===== src/rtl/i2c_cmd_sequencer_if.sv =====
// Bus bundle for i2c_cmd_sequencer: command push side, I2C_top_module drive/return side,
// and response strobe. "slave" is the sequencer's view, "master" the surrounding logic.
interface i2c_cmd_sequencer_if;
   logic       cmd_valid;
   logic       cmd_ready;
   logic       cmd_rw;
   logic [6:0] cmd_addr;
   logic [7:0] cmd_data1;
   logic [7:0] cmd_data2;

   logic       i2c_send;
   logic       i2c_r_w;
   logic [6:0] i2c_address;
   logic [7:0] i2c_data_in_1;
   logic [7:0] i2c_data_in_2;
   logic       i2c_tx_done;
   logic       i2c_rx_done;
   logic [7:0] i2c_rd_data;

   logic       rsp_valid;
   logic [7:0] rsp_data;
   logic       rsp_err;

   modport master (
      output cmd_valid, cmd_rw, cmd_addr, cmd_data1, cmd_data2,
      input  cmd_ready,
      input  i2c_send, i2c_r_w, i2c_address, i2c_data_in_1, i2c_data_in_2,
      output i2c_tx_done, i2c_rx_done, i2c_rd_data,
      input  rsp_valid, rsp_data, rsp_err
   );

   modport slave (
      input  cmd_valid, cmd_rw, cmd_addr, cmd_data1, cmd_data2,
      output cmd_ready,
      output i2c_send, i2c_r_w, i2c_address, i2c_data_in_1, i2c_data_in_2,
      input  i2c_tx_done, i2c_rx_done, i2c_rd_data,
      output rsp_valid, rsp_data, rsp_err
   );
endinterface


===== src/rtl/i2c_cmd_sequencer.sv =====
// Command FIFO + replay FSM in front of I2C_top_module; one response per command.
// Optional WAIT-state timeout is enabled by defining I2C_SEQ_TIMEOUT_EN.
module i2c_cmd_sequencer #(
   parameter int FIFO_DEPTH  = 4,
   parameter int SEND_HOLD   = 10,
   parameter int TIMEOUT_CYC = 4096
) (
   input  logic                            clk,
   input  logic                            rst,
   i2c_cmd_sequencer_if.slave              bus,
   output logic                            busy,
   output logic [$clog2(FIFO_DEPTH+1)-1:0] fifo_count
);
   localparam int CW = $clog2(FIFO_DEPTH + 1);
   localparam int AW = $clog2(FIFO_DEPTH);
   localparam int HW = $clog2(SEND_HOLD + 1);

   if (FIFO_DEPTH < 2 || (FIFO_DEPTH & (FIFO_DEPTH - 1)) != 0 || SEND_HOLD < 1 || TIMEOUT_CYC < 1)
   begin : g_param_check
      $error("i2c_cmd_sequencer: illegal parameter value");
   end

   typedef enum logic [2:0] {IDLE, LOAD, SEND, WAIT, RESP} state_t;

   typedef struct packed {
      logic       rw;
      logic [6:0] addr;
      logic [7:0] d1;
      logic [7:0] d2;
   } cmd_t;

   state_t        state_reg, state_next;
   cmd_t          mem [FIFO_DEPTH];
   cmd_t          head_reg;
   logic [AW-1:0] wr_ptr_reg, rd_ptr_reg;
   logic [CW-1:0] count_reg;
   logic [HW-1:0] hold_cnt_reg;
   logic          tx_prev_reg, rx_prev_reg;
   logic          sticky_reg;
   logic [7:0]    rd_cap_reg;
   logic          push, pop;
   logic          tx_edge, rx_edge, match;
   logic          timeout_hit, err_flag;
   logic          send_c, rsp_valid_c;

   assign bus.cmd_ready = (count_reg < CW'(FIFO_DEPTH));
   assign push          = bus.cmd_valid && bus.cmd_ready;
   assign pop           = (state_reg == IDLE) && (count_reg != '0);

   assign tx_edge = bus.i2c_tx_done && !tx_prev_reg;
   assign rx_edge = bus.i2c_rx_done && !rx_prev_reg;
   // Only the edge that matches the command direction counts as completion.
   assign match   = head_reg.rw ? rx_edge : tx_edge;

`ifdef I2C_SEQ_TIMEOUT_EN
   localparam int TW = $clog2(TIMEOUT_CYC + 1);
   logic [TW-1:0] wait_cnt_reg;
   logic          err_reg;

   assign timeout_hit = (state_reg == WAIT) && (wait_cnt_reg == TW'(TIMEOUT_CYC - 1));
   assign err_flag    = err_reg;

   always_ff @(posedge clk) begin
      if (!rst) begin
         wait_cnt_reg <= '0;
         err_reg      <= 1'b0;
      end else if (state_reg == LOAD) begin
         wait_cnt_reg <= '0;
         err_reg      <= 1'b0;
      end else if (state_reg == WAIT) begin
         wait_cnt_reg <= wait_cnt_reg + 1'b1;
         if (timeout_hit && !sticky_reg && !match)
            err_reg <= 1'b1;
      end
   end
`else
   assign timeout_hit = 1'b0;
   assign err_flag    = 1'b0;
`endif

   // Storage array carries no reset so it maps onto RAM; head is read registered on pop.
   always_ff @(posedge clk) begin
      if (push)
         mem[wr_ptr_reg] <= '{rw: bus.cmd_rw, addr: bus.cmd_addr, d1: bus.cmd_data1, d2: bus.cmd_data2};
   end

   always_ff @(posedge clk) begin
      if (!rst) begin
         wr_ptr_reg <= '0;
         rd_ptr_reg <= '0;
         count_reg  <= '0;
         head_reg   <= '0;
      end else begin
         if (push)
            wr_ptr_reg <= wr_ptr_reg + 1'b1;
         if (pop) begin
            rd_ptr_reg <= rd_ptr_reg + 1'b1;
            head_reg   <= mem[rd_ptr_reg];
         end
         case ({push, pop})
            2'b10:   count_reg <= count_reg + 1'b1;
            2'b01:   count_reg <= count_reg - 1'b1;
            default: count_reg <= count_reg;
         endcase
      end
   end

   always_ff @(posedge clk) begin
      if (!rst) begin
         tx_prev_reg  <= 1'b0;
         rx_prev_reg  <= 1'b0;
         sticky_reg   <= 1'b0;
         hold_cnt_reg <= '0;
         rd_cap_reg   <= 8'h00;
      end else begin
         tx_prev_reg <= bus.i2c_tx_done;
         rx_prev_reg <= bus.i2c_rx_done;
         if (state_reg == LOAD) begin
            sticky_reg   <= 1'b0;
            hold_cnt_reg <= '0;
            rd_cap_reg   <= 8'h00;
         end
         if (state_reg == SEND) begin
            hold_cnt_reg <= hold_cnt_reg + 1'b1;
            if (match)
               sticky_reg <= 1'b1;
         end
         // Keep the byte from the first completing rx_done edge.
         if ((state_reg == SEND || state_reg == WAIT) && head_reg.rw && rx_edge && !sticky_reg)
            rd_cap_reg <= bus.i2c_rd_data;
      end
   end

   always_ff @(posedge clk) begin
      if (!rst)
         state_reg <= IDLE;
      else
         state_reg <= state_next;
   end

   always_comb begin
      state_next  = state_reg;
      send_c      = 1'b0;
      rsp_valid_c = 1'b0;
      case (state_reg)
         IDLE: if (pop) state_next = LOAD;
         LOAD: state_next = SEND;
         SEND: begin
            send_c = 1'b1;
            if (hold_cnt_reg == HW'(SEND_HOLD - 1))
               state_next = WAIT;
         end
         WAIT: if (sticky_reg || match || timeout_hit) state_next = RESP;
         RESP: begin
            rsp_valid_c = 1'b1;
            state_next  = IDLE;
         end
         default: state_next = IDLE;
      endcase
   end

   assign bus.i2c_send      = send_c;
   assign bus.i2c_r_w       = head_reg.rw;
   assign bus.i2c_address   = head_reg.addr;
   assign bus.i2c_data_in_1 = head_reg.d1;
   assign bus.i2c_data_in_2 = head_reg.d2;

   assign bus.rsp_valid = rsp_valid_c;
   assign bus.rsp_data  = (rsp_valid_c && head_reg.rw && !err_flag) ? rd_cap_reg : 8'h00;
   assign bus.rsp_err   = rsp_valid_c && err_flag;

   assign busy       = (state_reg != IDLE);
   assign fifo_count = count_reg;
endmodule


===== src/flat_wrapper.sv =====
// flat-port wrapper written by rule: the top's interface ports become plain ports
module i2c_cmd_sequencer_flat 
#(
   parameter int FIFO_DEPTH  = 4,
   parameter int SEND_HOLD   = 10,
   parameter int TIMEOUT_CYC = 4096
)
  (clk, rst, busy, fifo_count, bus_cmd_valid, bus_cmd_rw, bus_cmd_addr, bus_cmd_data1, bus_cmd_data2, bus_cmd_ready, bus_i2c_send, bus_i2c_r_w, bus_i2c_address, bus_i2c_data_in_1, bus_i2c_data_in_2, bus_i2c_tx_done, bus_i2c_rx_done, bus_i2c_rd_data, bus_rsp_valid, bus_rsp_data, bus_rsp_err);
  i2c_cmd_sequencer_if bus_i ();
  input  logic clk;
  input  logic rst;
  output logic busy;
  output logic [$clog2(FIFO_DEPTH+1)-1:0] fifo_count;
  input wire logic [$bits(bus_i.cmd_valid)-1:0] bus_cmd_valid;
  input wire logic [$bits(bus_i.cmd_rw)-1:0] bus_cmd_rw;
  input wire logic [$bits(bus_i.cmd_addr)-1:0] bus_cmd_addr;
  input wire logic [$bits(bus_i.cmd_data1)-1:0] bus_cmd_data1;
  input wire logic [$bits(bus_i.cmd_data2)-1:0] bus_cmd_data2;
  output wire logic [$bits(bus_i.cmd_ready)-1:0] bus_cmd_ready;
  output wire logic [$bits(bus_i.i2c_send)-1:0] bus_i2c_send;
  output wire logic [$bits(bus_i.i2c_r_w)-1:0] bus_i2c_r_w;
  output wire logic [$bits(bus_i.i2c_address)-1:0] bus_i2c_address;
  output wire logic [$bits(bus_i.i2c_data_in_1)-1:0] bus_i2c_data_in_1;
  output wire logic [$bits(bus_i.i2c_data_in_2)-1:0] bus_i2c_data_in_2;
  input wire logic [$bits(bus_i.i2c_tx_done)-1:0] bus_i2c_tx_done;
  input wire logic [$bits(bus_i.i2c_rx_done)-1:0] bus_i2c_rx_done;
  input wire logic [$bits(bus_i.i2c_rd_data)-1:0] bus_i2c_rd_data;
  output wire logic [$bits(bus_i.rsp_valid)-1:0] bus_rsp_valid;
  output wire logic [$bits(bus_i.rsp_data)-1:0] bus_rsp_data;
  output wire logic [$bits(bus_i.rsp_err)-1:0] bus_rsp_err;
  assign bus_i.cmd_valid = bus_cmd_valid;
  assign bus_i.cmd_rw = bus_cmd_rw;
  assign bus_i.cmd_addr = bus_cmd_addr;
  assign bus_i.cmd_data1 = bus_cmd_data1;
  assign bus_i.cmd_data2 = bus_cmd_data2;
  assign bus_cmd_ready = bus_i.cmd_ready;
  assign bus_i2c_send = bus_i.i2c_send;
  assign bus_i2c_r_w = bus_i.i2c_r_w;
  assign bus_i2c_address = bus_i.i2c_address;
  assign bus_i2c_data_in_1 = bus_i.i2c_data_in_1;
  assign bus_i2c_data_in_2 = bus_i.i2c_data_in_2;
  assign bus_i.i2c_tx_done = bus_i2c_tx_done;
  assign bus_i.i2c_rx_done = bus_i2c_rx_done;
  assign bus_i.i2c_rd_data = bus_i2c_rd_data;
  assign bus_rsp_valid = bus_i.rsp_valid;
  assign bus_rsp_data = bus_i.rsp_data;
  assign bus_rsp_err = bus_i.rsp_err;
  i2c_cmd_sequencer #(.FIFO_DEPTH(FIFO_DEPTH), .SEND_HOLD(SEND_HOLD), .TIMEOUT_CYC(TIMEOUT_CYC)) u_core (.clk(clk), .rst(rst), .bus(bus_i), .busy(busy), .fifo_count(fifo_count));
endmodule

===== config.mk =====
export PLATFORM = sky130hd
export DESIGN_NAME = i2c_cmd_sequencer_flat
export DESIGN_NICKNAME = d
export VERILOG_FILES = /design/src/rtl/i2c_cmd_sequencer_if.sv /design/src/rtl/i2c_cmd_sequencer.sv /design/src/flat_wrapper.sv
export SDC_FILE = /design/constraint.sdc
export NUM_CORES = 1
export LEC_CHECK = 0
export BUFFER_PORTS_ARGS = -buffer_cell sky130_fd_sc_hd__buf_2
export CORE_ASPECT_RATIO = 1.2
export CORE_MARGIN = 5
export CORE_UTILIZATION = 50
export CTS_BUF_LIST = sky130_fd_sc_hd__clkbuf_16
export CTS_CLUSTER_SIZE = 28
export DETAILED_ROUTE_END_ITERATION = 8
export PLACE_DENSITY = 0.83
export SYNTH_ARGS = -nofsm -noshare
export SYNTH_HDL_FRONTEND = slang
export SYNTH_SLANG_ARGS = --single-unit

===== constraint.sdc =====
create_clock -name clk -period 3.42 [get_ports clk]
set_clock_uncertainty 0.1 [all_clocks]
set_input_delay 0.342 -clock clk [delete_from_list [all_inputs] [get_ports clk]]
set_output_delay 0.342 -clock clk [all_outputs]
set_load 0.02 [all_outputs]

==> impl_metrics.ini, run 1 <==
[timing]
drv_slew = 0
rsz0062_at_grt = false
slew_headroom_pct = 36.4
finalCritPeriodShare_pct = 66.9
post-route-min-period_ns = 2.29
finalSetupViolations = 0
fmax_mhz = 437
worst_pin_slew_ns = 0.954
hold_ws_ns = 0.0499
finalSetupTns_ns = 0
hold_viol = 0

[clocking]
htreeDepth = 4
hold_buffers = 0
clk_pin_slew_ns = 0.06
post_cts_buffers = 0
ctsResizeCount = 0
cts-root-buf = clkbuf_16
clock_sinks = 145
cts_tree = yes
cts_buffers = 17
cts_buffer_depth = 2
clk-insertion-delay-late_ns = 0.40

[synthesis]
ys_ff_latch = 145
syn_nets = 424
postSynthCellCount = 379
yosysWarnings = 0
synthFlopType = edfxtp_1
synth_top_cell_area_share_pct = 50.5
synth-edff-count = 96
netlist_top_cells_count = edfxtp_1 (96), nand2_1 (53), dfxtp_1 (49)
ys_types = 43
syn_area_um2 = 5710
ys_seq_area_share_pct = 67.6
synth_most_common_cell = edfxtp_1
yosys-top-cells-area = edfxtp_1 (50%), dfxtp_1 (17%), mux4_2 (9.5%)
synthArstFlopShare_pct = 0
syn_area_per_cell_um2 = 15.1
yosysTopAreaCell = edfxtp_1

[power_and_ir_drop]
seqPwrFrac_pct = 42.3
powerDensity_nw_per_um2 = 815
power_frac_clock_pct = 33.4
vdd_drop_max_mv = 0.392
pwr-share-comb_pct = 24.3
p_sw_share_pct = 30.1
p_sw_w = 0.00167
p_leak_nw = 2.63
p_int_w = 0.00389

[route]
vias = 3308
dr.pass1.iters = 4
drtIter0Drc = 197
ant_nets = 0
wl_per_cell_um = 17.4
routed_wl_um = 10900
drc = 0
vias_per_cell = 5.29

[cells_and_area]
syn2layout_area_growth_pct = 19.5
drive_gt1_share_pct = 29.7
largest_reg_flops = 96
fin_util_pct = 61.3
fin_nets = 503
antennaDiodeCount = 0
top_register = u_core.mem
instances_no_fill = 625

[worst_hold_path]
holdPathStages = 1
hold_path_end = u_core.mem[2][10]$_DFFE_PP_
min_from = bus_cmd_data1[2]
hold_class = in2reg

[grt]
grt_usage_pct = 16.8
grt_pass1_vias = 3452
antenna_found_initial = 0
grt_pass1_wl_um = 17500
overflow = 0
grt_max_degree = 50

[die]
die_area_um2 = 13700
core_area_um2 = 11100
start_util_pct = 51.3
io_pins = 77
die_width_um = 108
die_h_um = 127
rows = 42

[worst_setup_path]
critPathKind = reg2reg
endpoint_kind = flop
worstPathArrival_ns = 2.52
r2r_end = u_core.fifo_count[2]$_SDFFE_PN0P_
cp.required_ns = 3.65
worst_setup_path_start_kind = flop
reg2reg_slack_ns = 1.13
worst-path-max-fanout = 8
reg2reg_depth = 9
timing.rr.start = u_core.state_reg[0]$_SDFFE_PN0P_

[placement]
place_inst = 593
place.detailed.hpwl_um = 6680
port_buffers = 75
gp_congestion = 0.740

[status]
status = completed

[flow_run]
maxCapViolations = 0
-- layer usage --
layer	track usage, %	vias up	wire (um)
met3	4.79	12	647
li1	-	1541	-
met1	19.8	1658	4360
met2	29.2	97	5730
met4	5.87	0	125
met5	0	-	0
-- through the flow --
stage / area [um2] / power [W] / setup WS [ns]
6_report: 6830 / 0.00557 / 1.13
5_1_grt: 6830 / 0.00586 / 0.927
4_1_cts: 6830 / 0.00563 / 1.12
3_5_place_dp: 6220 / 0.00377 / 1.14
3_3_place_gp: 6220 / 0.00370 / 1.25
2_1_floorplan: 5710 / 0.00334 / 0.998
-- worst max-delay path, stage by stage (launching register included) --
cell,delay [ns]
dfxtp_1,0.41
nor3_4,0.30
nand2_2,0.09
inv_2,0.06
ha_1,0.17
inv_1,0.06
fa_1,0.38
xor2_1,0.16
or3_1,0.31
a21boi_0,0.16
-- how the worst max path moves through the flow --
| stage | from | end | cells after the start | slack, ns |
|---|---|---|---|---|
| after floorplan | u_core.state_reg[0]$_SDFFE_PN0P_ | u_core.fifo_count[2]$_SDFFE_PN0P_ | 11 | 1.0 |
| after global placement | u_core.state_reg[0]$_SDFFE_PN0P_ | u_core.fifo_count[2]$_SDFFE_PN0P_ | 9 | 1.25 |
| after detailed placement | u_core.state_reg[0]$_SDFFE_PN0P_ | u_core.fifo_count[2]$_SDFFE_PN0P_ | 9 | 1.14 |
| after CTS | u_core.state_reg[0]$_SDFFE_PN0P_ | u_core.fifo_count[2]$_SDFFE_PN0P_ | 9 | 1.12 |
| after global routing | u_core.state_reg[0]$_SDFFE_PN0P_ | u_core.fifo_count[2]$_SDFFE_PN0P_ | 9 | 0.93 |
| final | u_core.state_reg[0]$_SDFFE_PN0P_ | u_core.fifo_count[2]$_SDFFE_PN0P_ | 9 | 1.13 |
-- final cells by class --
cell class              count  area, um2
repair buffers             82        428
fillers                   859       4310
inverters                  10       37.5
clock inverters            12        111
clock buffers              20        500
multi-input cells         202       1690
flip-flops and latches    145       3860
well taps                 154        193
-- cells in the final DEF (no fill, tap or decap), types with 3 or more instances in the layout --
cell type and count:
edfxtp_1 96, buf_2 75, nand2_1 53, dfxtp_1 48, mux4_2 24, a21boi_0 20
clkbuf_16 20, and2_1 19, nor2b_1 14, inv_1 13, and3_1 10, mux2i_1 10
ha_1 7, buf_4 7, nor2_1 5, a21boi_1 5, xnor2_1 4, o21ai_0 3
clkinv_2 3
-- power groups by stage --
stage | logic [W] | registers [W] | clock network, W
after floorplan | 0.000884 | 0.00246 | 0
after global placement | 0.00133 | 0.00237 | 0
after detailed placement | 0.00137 | 0.00239 | 0
after CTS | 0.00139 | 0.00236 | 0.00189
after global routing | 0.00149 | 0.00239 | 0.00197
final | 0.00135 | 0.00236 | 0.00186
-- cell families (layout without fill, tap and decap cells) --
family                     count (synthesis)  after routing  synth area share [%]
muxes                                     34             34                  11.2
other                                      1              1                0.0656
xor gates and xnor gates                   5              5                 0.767
AOI/OAI and AO/OA                         36             36                  4.64
adders and majority gates                  8              8                  1.88
buffers and inverters                     32            124                  2.74
and+or+nand+nor                          118            118                  11.1
DFF                                      145            145                  67.6
Power figures use the tool's default switching activity.
==> run 2: changes to the inputs <==
Settings changed: PLACE_DENSITY 0.83 to 0.86.
Clock period 3.42 ns to 2.1 ns, I/O delays scaled along.
==> run 2 against run 1 <==
Against the previous run: combinational power increased by 93%; flip-flop and latch count unchanged; fmax increased by 17%; count of clock-buffer cells in the layout decreased by 3; sequential power increased by 58%; power increased by 67%; first-iteration DRC count decreased by 4.1%; setup slack got worse by 0.99 ns; clock power increased by 60%; non-clock buffer count increased by 49; routed wire length increased by 8.3%; critical path type unchanged; largest cell class unchanged; largest power group unchanged.
==> impl_metrics.ini, run 2 (synthesis results as in run 1) <==
[power_and_ir_drop]
p_leak_nw = 2.82
powerDensity_nw_per_um2 = 1270
total_power_w = 0.00931
vdd_drop_max_mv = 0.925

[placement]
place.detailed.hpwl_um = 7220
pre_cts_ws_ns = 0.142
place_inst = 608
gp_congestion = 0.711
port_buffers = 75

[timing]
drv_slew = 0
worst_slack_ns = 0.143
finalCritPeriodShare_pct = 93.2
fmax_mhz = 511
hold_viol = 0
finalSetupTns_ns = 0
finalSetupViolations = 0
slew_headroom_pct = 61.0
post-route-min-period_ns = 1.96
worst_pin_slew_ns = 0.585
rsz0062_at_grt = false

[worst_setup_path]
critical_path.slowest_cell = dfxtp_1
cp.required_ns = 2.34
path_buf_inv = 2
critPathTopFamily = simple AND/OR/NAND/NOR gates
worst_setup_path_start_kind = flop
critPathMaxStageDelay_ns = 0.33
worstPathArrival_ns = 2.20
critPathKind = reg2reg
path_cells = nor3_4 -> nand2_4 -> inv_4 -> ha_4 -> inv_1 -> fa_2 -> xor2_1 -> or3_1 -> a21boi_1
worst-path-max-fanout = 2
endpoint_kind = flop

[clocking]
cts_tree = yes
cts_buffers = 17
clock_sinks = 145
clk_pin_slew_ns = 0.06
cts-root-buf = clkbuf_16
htreeDepth = 4
cts_buffer_depth = 2
clk-insertion-delay-late_ns = 0.41
post_cts_buffers = 0

[grt]
grt_max_degree = 37
overflow = 0
antenna_found_initial = 0
grt_pass1_wl_um = 18800
grt_pass1_vias = 3751
grt_usage_pct = 18.3

[status]
status = completed

[route]
vias = 3497
drc = 0
vias_per_cell = 5.18
wl_per_cell_um = 17.4
routed_wl_um = 11800
dr.pass1.iters = 4
drtIter0Drc = 189
ant_nets = 0

[cells_and_area]
top_register = u_core.mem
antennaDiodeCount = 0
fin_util_pct = 65.7
fin_nets = 553
syn2layout_area_growth_pct = 28.2
largest_reg_flops = 96
layout_commonest_cell = edfxtp_1
drive_gt1_share_pct = 31.3
layout_common_cells = edfxtp_1 (96), buf_2 (75), nand2_1 (53)
instances_no_fill = 675

[worst_hold_path]
hold_class = in2reg

[die]
rows = 42
die_area_um2 = 13700
core_area_um2 = 11100
die_width_um = 108
die_h_um = 127
start_util_pct = 51.3
io_pins = 77

[flow_run]
maxCapViolations = 0
[run 2: what timing repair did]
item,in CTS,in global routing
endpoints found under the hold margin,106,0
hold buffers,34,0
gates resized for setup,0,1
setup endpoints to repair,0,8
[run 2: worst reg2reg max path: stages (launching register included)]
cell	delay, ns
dfxtp_1	0.33
nor3_4	0.24
nand2_4	0.08
inv_4	0.07
ha_4	0.12
inv_1	0.05
fa_2	0.33
xor2_1	0.15
or3_1	0.31
a21boi_1	0.11
[run 2: per-stage QoR]
| stage | hold slack [ns] | area [um2] |
|---|---|---|
| after floorplan | 0.209 | 5750 |
| after global placement | 0.319 | 6370 |
| after detailed placement | 0.327 | 6370 |
| after CTS | 0.235 | 7310 |
| after global routing | 0.280 | 7320 |
| final | 0.240 | 7320 |
[run 2: layout make-up]
class                   count  area [um2]
clock buffers              17         425
clock inverters            15         169
fillers                   793        3820
inverters                  10        40.0
multi-input cells         203        1740
flip-flops and latches    145        3870
well taps                 154         193
repair buffers            131         893
[run 2: worst paths after layout]
path	start	end	slack, ns	depth (start not counted)
worst max-delay path	u_core.state_reg[2]$_SDFFE_PN0P_	u_core.fifo_count[2]$_SDFFE_PN0P_	0.14	9
worst min register to register	u_core.bus.i2c_address[5]$_SDFFE_PN0P_	u_core.bus.i2c_address[5]$_SDFFE_PN0P_	0.35	2
worst max register to register	u_core.state_reg[2]$_SDFFE_PN0P_	u_core.fifo_count[2]$_SDFFE_PN0P_	0.14	9
worst min-delay path	rst	u_core.hold_cnt_reg[3]$_SDFFE_PN0N_	0.24	2
[run 2: metal layers]
layer	wire length [um]	part of all wire [%]	global-route usage [%]	up-vias
met4	131	1.1	6.17	0
met3	814	6.9	6.16	10
li1	-	-	-	1645
met1	4620	39	21.0	1723
met2	6200	53	31.9	119
met5	0	0	0	-
[run 2: report_power, final]
group,switching (W),internal (W)
Combinational,0.00154,0.00107
Clock,0.00111,0.00186
Sequential,0.000211,0.00352
Total,0.00287,0.00645
==> run 3: changes to the inputs <==
==> constraint.sdc (replaced) <==
create_clock -name clk -period 2.1 [get_ports clk]
set_clock_uncertainty 0.1 [all_clocks]
set_input_delay 0.105 -clock clk [delete_from_list [all_inputs] [get_ports clk]]
set_output_delay 0.105 -clock clk [all_outputs]
set_load 0.02 [all_outputs]
==> run 3 against run 2 <==
Against the previous run: fmax decreased by 2.1%; first-iteration DRC count increased by 34%; sequential power about the same; flip-flop and latch count unchanged; hold slack got worse by 0.15 ns; non-clock buffer count decreased by 2; final area decreased by 0.20%.
==> impl_metrics.ini, run 3 (synthesis results as in run 1) <==
[worst_setup_path]
path_cells = or3_4 -> nand2_4 -> inv_4 -> ha_4 -> inv_1 -> fa_2 -> xor2_1 -> or3_1 -> a21boi_1
cp.required_ns = 2.34
critPathMaxStageDelay_ns = 0.42
critPathKind = reg2reg
critPathTopFamily = simple AND/OR/NAND/NOR gates
path_buf_inv = 2
worst_setup_path_start_kind = flop
endpoint_kind = flop
worstPathArrival_ns = 2.24
worst-path-max-fanout = 7
critical_path.slowest_cell = or3_4

[cells_and_area]
drive_gt1_share_pct = 31.3
layout_common_cells = edfxtp_1 (96), buf_2 (75), nand2_1 (53)
syn2layout_area_growth_pct = 27.9
antennaDiodeCount = 0
largest_reg_flops = 96
fin_nets = 550
top_register = u_core.mem
layout_commonest_cell = edfxtp_1

[timing]
fmax_mhz = 500
finalSetupTns_ns = 0
rsz0062_at_grt = false
hold_viol = 0
finalSetupViolations = 0
post-route-min-period_ns = 2.00
finalCritPeriodShare_pct = 95.2
drv_slew = 0

[route]
dr.pass1.iters = 4
vias = 3447
ant_nets = 0
drtIter0Drc = 253
drc = 0
vias_per_cell = 5.13
wl_per_cell_um = 17.0
routed_wl_um = 11400

[grt]
grt_max_degree = 29
overflow = 0
grt_pass1_wl_um = 19000
grt_usage_pct = 18.2
antenna_found_initial = 0
grt_pass1_vias = 3751

[clocking]
htreeDepth = 4
clk_pin_slew_ns = 0.06
clk-insertion-delay-late_ns = 0.41
cts_buffer_depth = 2
cts_tree = yes
cts-root-buf = clkbuf_16
cts_buffers = 17
clock_sinks = 145

[placement]
place.detailed.hpwl_um = 6980
gp_congestion = 0.737
port_buffers = 75

[power_and_ir_drop]
p_int_w = 0.00646
p_sw_share_pct = 30.9
total_power_w = 0.00936
p_sw_w = 0.00290
powerDensity_nw_per_um2 = 1280
vdd_drop_max_mv = 0.762
seqPwrFrac_pct = 40.2
p_leak_nw = 2.82
power_frac_clock_pct = 32.6
pwr-share-comb_pct = 27.2

[status]
status = completed

[worst_hold_path]
hold_class = in2reg

[die]
rows = 42
core_area_um2 = 11100
io_pins = 77
die_h_um = 127
start_util_pct = 51.3
die_width_um = 108
die_area_um2 = 13700

[flow_run]
maxCapViolations = 0
run 3: power by group through the flow:
stage | clock network, W | registers (W) | logic, W
floorplan | 0 | 0.00401 | 0.00152
global placement | 0 | 0.00378 | 0.00243
detailed placement | 0 | 0.00381 | 0.00252
CTS | 0.00311 | 0.00376 | 0.00259
global route | 0.00325 | 0.00381 | 0.00281
finish | 0.00305 | 0.00376 | 0.00255
run 3: timing repair:
item                                    CTS  global route
gates resized for setup                   0             1
setup buffers                             0             0
endpoints found under the setup margin    0             4
hold buffers                             34             0
hold endpoints to repair                106             0
run 3: cell type report:
type | instances | area [um2]
flip-flops and latches | 145 | 3870
clock buffers | 17 | 425
fillers | 788 | 3830
well taps | 154 | 193
inverters | 10 | 40.0
clock inverters | 15 | 181
repair buffers | 129 | 878
multi-input cells | 202 | 1720
run 3: metal layers:
metal / GRT usage [%] / part of all wire [%] / vias up
li1: - / - / 1637
met1: 22.4 / 39 / 1679
met2: 30.3 / 54 / 122
met3: 5.45 / 6.4 / 9
met4: 6.46 / 0.84 / 0
met5: 0 / 0 / -
run 3: path summary, 6_finish.rpt:
kind / from / endpoint / slack [ns] / depth (start not counted)
setup / recovery: u_core.fifo_count[2]$_SDFFE_PN0P_ / u_core.fifo_count[2]$_SDFFE_PN0P_ / 0.10 / 9
hold / removal: rst / u_core.fifo_count[2]$_SDFFE_PN0P_ / 0.09 / 2
setup reg to reg: u_core.fifo_count[2]$_SDFFE_PN0P_ / u_core.fifo_count[2]$_SDFFE_PN0P_ / 0.10 / 9
hold reg to reg: u_core.bus.i2c_address[5]$_SDFFE_PN0P_ / u_core.bus.i2c_address[5]$_SDFFE_PN0P_ / 0.35 / 2
run 3: through the flow:
step,hold WS [ns],setup slack [ns],cell area (um2),util (%),cells
finish,0.0926,0.101,7310,65.6,672
global route,0.127,0.000188,7310,65.6,672
CTS,0.0763,0.0946,7300,65.6,672
detailed placement,0.222,0.110,6360,57.1,606
global placement,0.214,0.206,6360,57.1,606
floorplan,0.104,-0.123,5750,-,379
